File: src/rtl/oled_frame_streamer.sv
// -----------------------------------------------------------------------------
// oled_frame_streamer
//
// Streams full frames of RGB565 pixels to a 96x64 SPI OLED panel. For every
// pixel the block presents pixel_index to the sprite/pixel generators, waits
// for their registered colour, latches it, and shifts the 16 bits out MSB
// first in SPI mode 0. After the last pixel of a frame, cs_n is raised for a
// fixed gap. If enable is still high at the end of the gap, the next frame
// begins; otherwise the block returns to IDLE.
//
// Ports
//   clk         : system clock (only clock)
//   reset       : synchronous, active-high reset
//   enable      : level request to stream frames continuously
//   pixel_index : pixel address presented to the generators (row*96 + col)
//   oled_data   : RGB565 colour for pixel_index, valid 1 clk after it changes
//   sclk        : SPI serial clock, idle low
//   mosi        : SPI serial data, MSB first
//   cs_n        : chip select, active low, held low for the whole frame
//   dc          : data/command select, tied to 1 (pixel data)
//   busy        : high while a frame (including its trailing gap) runs
//   frame_done  : one-clk pulse when the last bit of a frame has been sent
// -----------------------------------------------------------------------------
module oled_frame_streamer #(
  parameter int CLK_DIV    = 2,
  parameter int FRAME_GAP  = 16,
  parameter int NUM_PIXELS = 6144
) (
  input  logic        clk,
  input  logic        reset,
  input  logic        enable,
  output logic [12:0] pixel_index,
  input  logic [15:0] oled_data,
  output logic        sclk,
  output logic        mosi,
  output logic        cs_n,
  output logic        dc,
  output logic        busy,
  output logic        frame_done
);

  localparam logic [7:0]  DIV_LAST = 8'(CLK_DIV - 1);
  localparam logic [9:0]  GAP_LAST = 10'(FRAME_GAP - 1);
  localparam logic [12:0] PIX_LAST = 13'(NUM_PIXELS - 1);

  typedef enum logic [1:0] {
    IDLE  = 2'd0,
    FETCH = 2'd1,
    SHIFT = 2'd2,
    GAP   = 2'd3
  } state_e;

  state_e      state_q,  state_d;
  logic [12:0] pix_q,    pix_d;
  logic [7:0]  div_q,    div_d;     // clk count within one sclk half-period
  logic [3:0]  bit_q,    bit_d;     // bits already completed in this pixel
  logic        phase_q,  phase_d;   // 0: sclk low half, 1: sclk high half
  logic        fetch_q,  fetch_d;   // second FETCH cycle marker
  logic [9:0]  gap_q,    gap_d;
  logic [15:0] shreg_q,  shreg_d;
  logic        sclk_q,   sclk_d;
  logic        mosi_q,   mosi_d;
  logic        cs_n_q,   cs_n_d;
  logic        busy_q,   busy_d;
  logic        done_q,   done_d;

  // Control and output registers are reset; the shift register holds pure
  // data and is always reloaded in FETCH before it is used.
  always_ff @(posedge clk) begin
    if (reset) begin
      state_q <= IDLE;
      pix_q   <= '0;
      div_q   <= '0;
      bit_q   <= '0;
      phase_q <= 1'b0;
      fetch_q <= 1'b0;
      gap_q   <= '0;
      sclk_q  <= 1'b0;
      mosi_q  <= 1'b0;
      cs_n_q  <= 1'b1;
      busy_q  <= 1'b0;
      done_q  <= 1'b0;
    end else begin
      state_q <= state_d;
      pix_q   <= pix_d;
      div_q   <= div_d;
      bit_q   <= bit_d;
      phase_q <= phase_d;
      fetch_q <= fetch_d;
      gap_q   <= gap_d;
      sclk_q  <= sclk_d;
      mosi_q  <= mosi_d;
      cs_n_q  <= cs_n_d;
      busy_q  <= busy_d;
      done_q  <= done_d;
    end
    shreg_q <= shreg_d;
  end

  always_comb begin
    state_d = state_q;
    pix_d   = pix_q;
    div_d   = div_q;
    bit_d   = bit_q;
    phase_d = phase_q;
    fetch_d = fetch_q;
    gap_d   = gap_q;
    shreg_d = shreg_q;
    sclk_d  = sclk_q;
    mosi_d  = mosi_q;
    cs_n_d  = cs_n_q;
    busy_d  = busy_q;
    done_d  = 1'b0;

    unique case (state_q)
      IDLE: begin
        if (enable) begin
          state_d = FETCH;
          pix_d   = '0;
          fetch_d = 1'b0;
          cs_n_d  = 1'b0;
          busy_d  = 1'b1;
        end
      end

      // Two cycles: the generators see pixel_index in the first and return
      // their registered colour in time for the second.
      FETCH: begin
        if (fetch_q) begin
          state_d = SHIFT;
          shreg_d = oled_data;
          mosi_d  = oled_data[15];
          sclk_d  = 1'b0;
          div_d   = '0;
          bit_d   = '0;
          phase_d = 1'b0;
        end else begin
          fetch_d = 1'b1;
        end
      end

      SHIFT: begin
        if (div_q == DIV_LAST) begin
          div_d = '0;
          if (!phase_q) begin
            phase_d = 1'b1;
            sclk_d  = 1'b1;
          end else begin
            // End of a high half: sclk falls, and only now may mosi move.
            phase_d = 1'b0;
            sclk_d  = 1'b0;
            if (bit_q == 4'd15) begin
              mosi_d  = 1'b0;
              fetch_d = 1'b0;
              if (pix_q == PIX_LAST) begin
                state_d = GAP;
                pix_d   = '0;
                cs_n_d  = 1'b1;
                done_d  = 1'b1;
                gap_d   = '0;
              end else begin
                state_d = FETCH;
                pix_d   = pix_q + 13'd1;
              end
            end else begin
              bit_d   = bit_q + 4'd1;
              shreg_d = {shreg_q[14:0], 1'b0};
              mosi_d  = shreg_q[14];
            end
          end
        end else begin
          div_d = div_q + 8'd1;
        end
      end

      GAP: begin
        if (gap_q == GAP_LAST) begin
          if (enable) begin
            state_d = FETCH;
            fetch_d = 1'b0;
            cs_n_d  = 1'b0;
          end else begin
            state_d = IDLE;
            busy_d  = 1'b0;
          end
        end else begin
          gap_d = gap_q + 10'd1;
        end
      end

      default: state_d = IDLE;
    endcase
  end

  assign pixel_index = pix_q;
  assign sclk        = sclk_q;
  assign mosi        = mosi_q;
  assign cs_n        = cs_n_q;
  assign dc          = 1'b1;
  assign busy        = busy_q;
  assign frame_done  = done_q;

endmodule

File: config.mk
export PLATFORM = sky130hd
export DESIGN_NAME = oled_frame_streamer
export DESIGN_NICKNAME = d
export VERILOG_FILES = /design/src/rtl/oled_frame_streamer.sv
export SDC_FILE = /design/constraint.sdc
export NUM_CORES = 1
export LEC_CHECK = 0
export ABC_CLOCK_PERIOD_IN_PS = 3000
export BUFFER_PORTS_ARGS = -buffer_cell sky130_fd_sc_hd__clkbuf_2
export CORE_MARGIN = 8
export CORE_UTILIZATION = 47
export DETAILED_ROUTE_END_ITERATION = 8
export GPL_TIMING_DRIVEN = 0
export PLACE_DENSITY = 0.67
export SLEW_MARGIN = 20
export SYNTH_ARGS = -nofsm -noshare
export SYNTH_HDL_FRONTEND = slang
export SYNTH_SLANG_ARGS = --single-unit
File: constraint.sdc
create_clock -name clk -period 3 [get_ports clk]
set_input_delay 0.9 -clock clk [delete_from_list [all_inputs] [get_ports clk]]
set_output_delay 0.9 -clock clk [all_outputs]
set_load 0.1 [all_outputs]
==> results.sh, run 1 <==
export IMPL_drv_slew=0
export IMPL_synth_area_mm2=0.00280
export IMPL_antenna_cells=0
export IMPL_ant_nets=0
export IMPL_portBuffers=36
export IMPL_setup_viol=0
export IMPL_viasPerCell=5.37
export IMPL_die_x_um=93.1
export IMPL_start_util_pct=47.8
export IMPL_setup_tns_final_ns=0
export IMPL_power_density_mw_per_mm2=584
export IMPL_swShare_pct=25.4
export IMPL_cp_required_ns=3.22
export IMPL_final_setup_skew_ns=0.00828
export IMPL_final_nets=394
export IMPL_ir_drop_mv=0.312
export IMPL_cts_setup_buffers=0
export IMPL_p_sw_mw=0.491
export IMPL_yosys_cell_types_count=48
export IMPL_grt_use_met1_pct=19.3
export IMPL_utilization_pct=56.6
export IMPL_startpoint_type="register"
export IMPL_synthToLayoutAreaGrowth_pct=18.5
export IMPL_worst_slack_ns=0.205
export IMPL_min_path_type="reg -> reg"
export IMPL_rsz0062_at_grt="false"
export IMPL_comb_power_share_pct=12.1
export IMPL_grt_pass1_vias=2253
export IMPL_worstSetupPathType="reg -> reg"
export IMPL_clock_latency_ns=0.33
export IMPL_globalRoute_busiestLayer="met2"
export IMPL_syn_area_per_cell_um2=8.66
export IMPL_cts_tree="yes"
export IMPL_yosys_warnings=0
export IMPL_cts_hold_buf=0
export IMPL_clock_fmax_mhz=358
export IMPL_wirelength_mm=6.11
export IMPL_overflow=0
export IMPL_grt_max_degree=16
export IMPL_synth_async_reset_ratio_pct=0
export IMPL_die_area_mm2=0.00867
export IMPL_worstPathArrival_ns=3.01
export IMPL_hold_worst_slack_ns=0.461
export IMPL_finalPower_mw=1.94
export IMPL_post_route_min_period_ns=2.80
export IMPL_grt_usage_pct=14.8
export IMPL_ys_flop_type="dfxtp_1"
export IMPL_finalHoldViolCount=0
export IMPL_use_met3_pct=4.25
export IMPL_cts_clk_slew_worst_paths_ns=0.07
export IMPL_synth_area_leaders="dfxtp_1, edfxtp_1, nand2_1, a21oi_1, nor2_1"
export IMPL_core_mm2=0.00585
export IMPL_maxSlewHeadroom_pct=62.6
export IMPL_antenna_found_initial=0
export IMPL_dpl_cell_count=434
export IMPL_status="complete, no violations"
export IMPL_root_buffer="clkbuf_8"
export IMPL_synth_top_area_share_pct=30.8
export IMPL_fp_row_count=28
export IMPL_ys_seq_area_share_pct=46.9
export IMPL_place_area_mm2=0.00307
export IMPL_grt_first_pass_wirelength_mm=10.4
export IMPL_layout_cells_non_filler=450
export IMPL_hpwlAfterDp_mm=4.28
export IMPL_fill_cells=522
export IMPL_ios=38
export IMPL_worstMarginPinSlew_ns=0.556
export IMPL_synth_top_cell_by_area="dfxtp_1"
export IMPL_leakagePower_nw=1.25
export IMPL_cts_made_buffers=9
export IMPL_drc=0
export IMPL_drt_first_iter_violations=99
export IMPL_regArea_mm2=0.00131
export IMPL_synthCells=323
export IMPL_cts_buffer_depth=2
export IMPL_drv_cap=0
export IMPL_p_int_mw=1.44
export IMPL_multi_input_area_mm2=0.00139
export IMPL_use_met2_pct=21.5
export IMPL_cp_max_fo=10
export IMPL_vias=2417
export IMPL_design_area_mm2=0.00331
export IMPL_seqPwrFrac_pct=43.8
export IMPL_clock_power_share_pct=44.1
export IMPL_crit_path_end_kind="register"
export IMPL_place_gp_congestion=0.790
export IMPL_htree_levels=3
export IMPL_synth_edf_count=15
export IMPL_layout_drive_gt1_share_pct=17.3
export IMPL_pre_cts_ws_ns=0.0929
export IMPL_cts_sinks=58
export IMPL_die_y_um=93.1
export IMPL_routedWlPerCell_um=13.6
export IMPL_postSynthNetCount=347
export IMPL_finalCritPeriodShare_pct=93.2
export IMPL_ys_ff_latch=58
export IMPL_cts_repair_resized=0
export IMPL_firstDrtPassIters=4
## cell usage after synthesis (3+ instances only)
master and count:
and3_1 6, or3_1 9, edfxtp_1 15, inv_1 8
nand3b_1 3, a21oi_1 26, xnor2_1 9, xor2_1 9
o21ai_0 13, nand4_1 9, o31ai_1 3, ha_1 5
nor2b_1 4, dfxtp_1 43, clkbuf_1 10, a211oi_1 8
nor2_1 26, and2_1 3, nand2_1 60, nand2b_1 4
or4_1 3, nand3_1 14
## worst paths after layout
kind / from / endpoint / slack [ns] / cells after the start
max: div_q[0] / pixel_index[12] / 0.20 / 9
min: cs_n / cs_n / 0.46 / 1
max reg2reg: div_q[0] / pixel_index[12] / 0.20 / 9
min reg2reg: cs_n / cs_n / 0.46 / 1
## registers in the layout, indices dropped and copies added, names as in the netlist
name         flops
gap_q           10
div_q            8
fetch_q          1
bit_q            4
cs_n             1
pixel_index     13
frame_done       1
busy             1
shreg_q         15
state_q          2
mosi             1
sclk             1
## placed cells by master (no fill, tap or decap), types with 2 or more instances in the layout
cell and count:
clkinv_2 3, xor2_1 9, or4_1 3, and2_1 3
a21oi_1 26, nand4_1 9, o31ai_1 3, or3_1 9
clkbuf_2 36, nand2_1 60, dfxtp_1 43, nor3_1 2
a21o_1 2, inv_1 7, a211oi_1 8, nand2b_1 4
clkbuf_8 9, and3_1 6, bufinv_16 3, nand3b_1 3
clkbuf_1 11, ha_1 5, a31o_2 2, nor2b_1 4
a311oi_1 2, nor2_1 26, nor4_1 2, nand3_1 14
buf_2 2, xnor2_1 9, edfxtp_1 15, o21ai_0 13
## critical path, cell delays in order, from the launching register on
cell and delay, ns:
dfxtp_1 0.39, ha_1 0.16, or4b_4 0.48, or4_1 0.55, buf_2 0.21, and2_4 0.17
buf_6 0.13, o21bai_2 0.24, buf_2 0.27, nor2_1 0.07
## logic make-up after synthesis
| kind of cell | count (synthesis) | synth area share [%] |
|---|---|---|
| AOI/OAI and AO/OA | 66 | 14.8 |
| xor gates and xnor gates | 18 | 5.64 |
| adders and majority gates | 5 | 2.24 |
| buffers and inverters | 23 | 3.58 |
| DFF | 58 | 46.9 |
| muxes | 1 | 0.358 |
| other | 1 | 0.134 |
| and+or+nand+nor | 151 | 26.4 |
## per-layer routing
metal  wire length, um  share of wire [%]
met5                 0                  0
met1              2940                 48
met3               350                5.7
met2              2690                 44
met4               118                1.9
## layout make-up
type                    count  share of cell area, %
inverters                   8                   1.02
flip-flops and latches     58                   39.6
multi-input cells         242                   42.0
well taps                  75                   2.83
clock inverters             6                   3.17
repair buffers             36                   5.44
plain buffers              15                   2.11
clock buffers              10                   3.85
## power groups by stage
stage	clock network (mW)	logic, mW	registers [mW]
floorplan	0	0.126	0.915
global placement	0	0.231	0.865
detailed placement	0	0.233	0.865
CTS	0.870	0.235	0.848
global route	0.901	0.259	0.851
finish	0.853	0.234	0.848
(Power assumes the default switching activity.)
==> inputs of run 2 (changes only) <==
--- a/config.mk
+++ b/config.mk
@@ -11,7 +11,9 @@
 export CORE_UTILIZATION = 47
 export DETAILED_ROUTE_END_ITERATION = 8
 export GPL_TIMING_DRIVEN = 0
+export MAX_ROUTING_LAYER = met4
 export PLACE_DENSITY = 0.67
+export SETUP_SLACK_MARGIN = 0.1
 export SLEW_MARGIN = 20
 export SYNTH_ARGS = -nofsm -noshare
 export SYNTH_HDL_FRONTEND = slang
==> run 2 against run 1 <==
Combinational power barely moved. Cell area rose by 0.38%. Routed wire length rose by 0.23%. Via count fell by 0.50%. Critical path depth did not move. Power barely moved. Critical path type unchanged.
==> results.sh, run 2 (synthesis results as in run 1) <==
export IMPL_synthToLayoutAreaGrowth_pct=18.9
export IMPL_place_area_mm2=0.00307
export IMPL_htree_levels=3
export IMPL_final_common_cell="nand2_1"
export IMPL_regMostFlops="shreg_q"
export IMPL_min_path_type="reg -> reg"
export IMPL_cp_max_fo=10
export IMPL_clock_fmax_mhz=365
export IMPL_final_setup_skew_ns=0.00792
export IMPL_r2r_end="pixel_index[12]"
export IMPL_rsz0062_at_grt="false"
export IMPL_antenna_cells=0
export IMPL_worstSetupPathType="reg -> reg"
export IMPL_drt_first_iter_violations=115
export IMPL_rr_worst_depth=9
export IMPL_root_buffer="clkbuf_8"
export IMPL_grt_usage_pct=15.2
export IMPL_clock_latency_ns=0.33
export IMPL_power_density_mw_per_mm2=582
export IMPL_hpwlAfterDp_mm=4.28
export IMPL_wirelength_mm=6.12
export IMPL_viasPerCell=5.34
export IMPL_die_area_mm2=0.00867
export IMPL_die_x_um=93.1
export IMPL_vias=2405
export IMPL_largest_reg_flops=15
export IMPL_setup_tns_final_ns=0
export IMPL_cts_clk_slew_worst_paths_ns=0.07
export IMPL_ant_nets=0
export IMPL_cts_setup_buffers=0
export IMPL_firstDrtPassIters=4
export IMPL_setup_viol=0
export IMPL_fill_cells=519
export IMPL_finalCritPeriodShare_pct=91.3
export IMPL_die_y_um=93.1
export IMPL_worstPathArrival_ns=2.96
export IMPL_grt_first_pass_wirelength_mm=10.5
export IMPL_ios=38
export IMPL_cts_tree="yes"
export IMPL_r2r_setup_slack_ns=0.26
export IMPL_final_nets=394
export IMPL_drc=0
export IMPL_antenna_found_initial=0
export IMPL_portBuffers=36
export IMPL_startpoint_type="register"
export IMPL_hold_worst_slack_ns=0.461
export IMPL_cp_endpoint="pixel_index[12]"
export IMPL_worstMarginPinSlew_ns=0.547
export IMPL_utilization_pct=56.8
export IMPL_overflow=0
export IMPL_maxSlewHeadroom_pct=63.2
export IMPL_critPathLaunch="div_q[0]"
export IMPL_leakagePower_nw=1.26
export IMPL_fp_row_count=28
export IMPL_layout_drive_gt1_share_pct=17.6
export IMPL_grt_pass1_vias=2249
export IMPL_drv_cap=0
export IMPL_crit_path_end_kind="register"
export IMPL_cts_sinks=58
export IMPL_final_cell_mix="nand2_1, dfxtp_1, clkbuf_2"
export IMPL_status="complete, no violations"
export IMPL_place_gp_congestion=0.801
export IMPL_post_route_min_period_ns=2.74
export IMPL_core_mm2=0.00585
export IMPL_grt_max_degree=16
export IMPL_ir_drop_mv=0.312
export IMPL_cts_hold_buf=0
export IMPL_start_util_pct=47.8
export IMPL_cts_buffer_depth=2
export IMPL_cp_required_ns=3.22
export IMPL_routedWlPerCell_um=13.6
export IMPL_worst_slack_ns=0.262
export IMPL_finalHoldViolCount=0
export IMPL_cts_made_buffers=9
export IMPL_pre_cts_ws_ns=0.0929
export IMPL_design_area_mm2=0.00333
export IMPL_drv_slew=0
export IMPL_r2r_start="div_q[0]"
==> run 2: cell types whose count changed in the layout (fill, tap and decap cells not counted) <==
| cell | previous run | this run |
|---|---|---|
| clkbuf_2 | 36 | 37 |
| nor4_2 | 1 | 0 |
| nor4_4 | 0 | 1 |
| clkbuf_1 | 11 | 10 |
| buf_4 | 1 | 2 |
| buf_2 | 2 | 1 |
==> run 2: layout make-up <==
| type | instances | area, um2 | share of cell area [%] |
|---|---|---|---|
| clock inverters | 6 | 105 | 3.16 |
| well taps | 75 | 93.8 | 2.82 |
| plain buffers | 15 | 73.8 | 2.22 |
| repair buffers | 36 | 180 | 5.42 |
| flip-flops and latches | 58 | 1310 | 39.4 |
| multi-input cells | 242 | 1400 | 42.1 |
| clock buffers | 10 | 128 | 3.84 |
| inverters | 8 | 33.8 | 1.02 |
==> run 2: through the flow <==
stage | cells | power (mW)
floorplan | 323 | 1.04
global placement | 434 | 1.10
detailed placement | 434 | 1.10
CTS | 450 | 1.95
global route | 450 | 2.01
finish | 450 | 1.94
==> run 2: timing repair <==
| item | 4_1_cts | 5_1_grt |
|---|---|---|
| hold endpoints to repair | 0 | 0 |
| gates resized for setup | 1 | 6 |
| setup endpoints to repair | 15 | 32 |
==> run 2: how the worst min path moves through the flow <==
stage	start	endpoint	slack, ns	cells past startpoint
2_1_floorplan	bit_q[1]	bit_q[1]	0.45	2
3_3_place_gp	cs_n	cs_n	0.44	1
3_5_place_dp	cs_n	cs_n	0.45	1
4_1_cts	cs_n	cs_n	0.47	1
5_1_grt	cs_n	cs_n	0.49	1
6_report	cs_n	cs_n	0.46	1
==> run 2: per-layer routing <==
layer / wire (um) / track usage, % / vias up
met5: 0 / - / -
met4: 93 / 7.79 / 0
met3: 301 / 3.93 / 9
met2: 2720 / 21.7 / 45
met1: 3000 / 19.5 / 1112
li1: - / - / 1239
==> run 2: critical path, cell delays in order (launching register included) <==
cell      delay, ns
dfxtp_1        0.39
ha_1           0.16
or4b_4         0.49
or4_1          0.55
buf_2          0.21
and2_4         0.17
buf_6          0.13
o21bai_2       0.24
buf_4          0.22
nor2_1         0.06
==> run 2: power by group <==
group	switching (mW)	total, mW	internal [mW]
clock	0.305	0.852	0.548
combinational	0.166	0.236	0.0699
sequential	0.0200	0.848	0.828
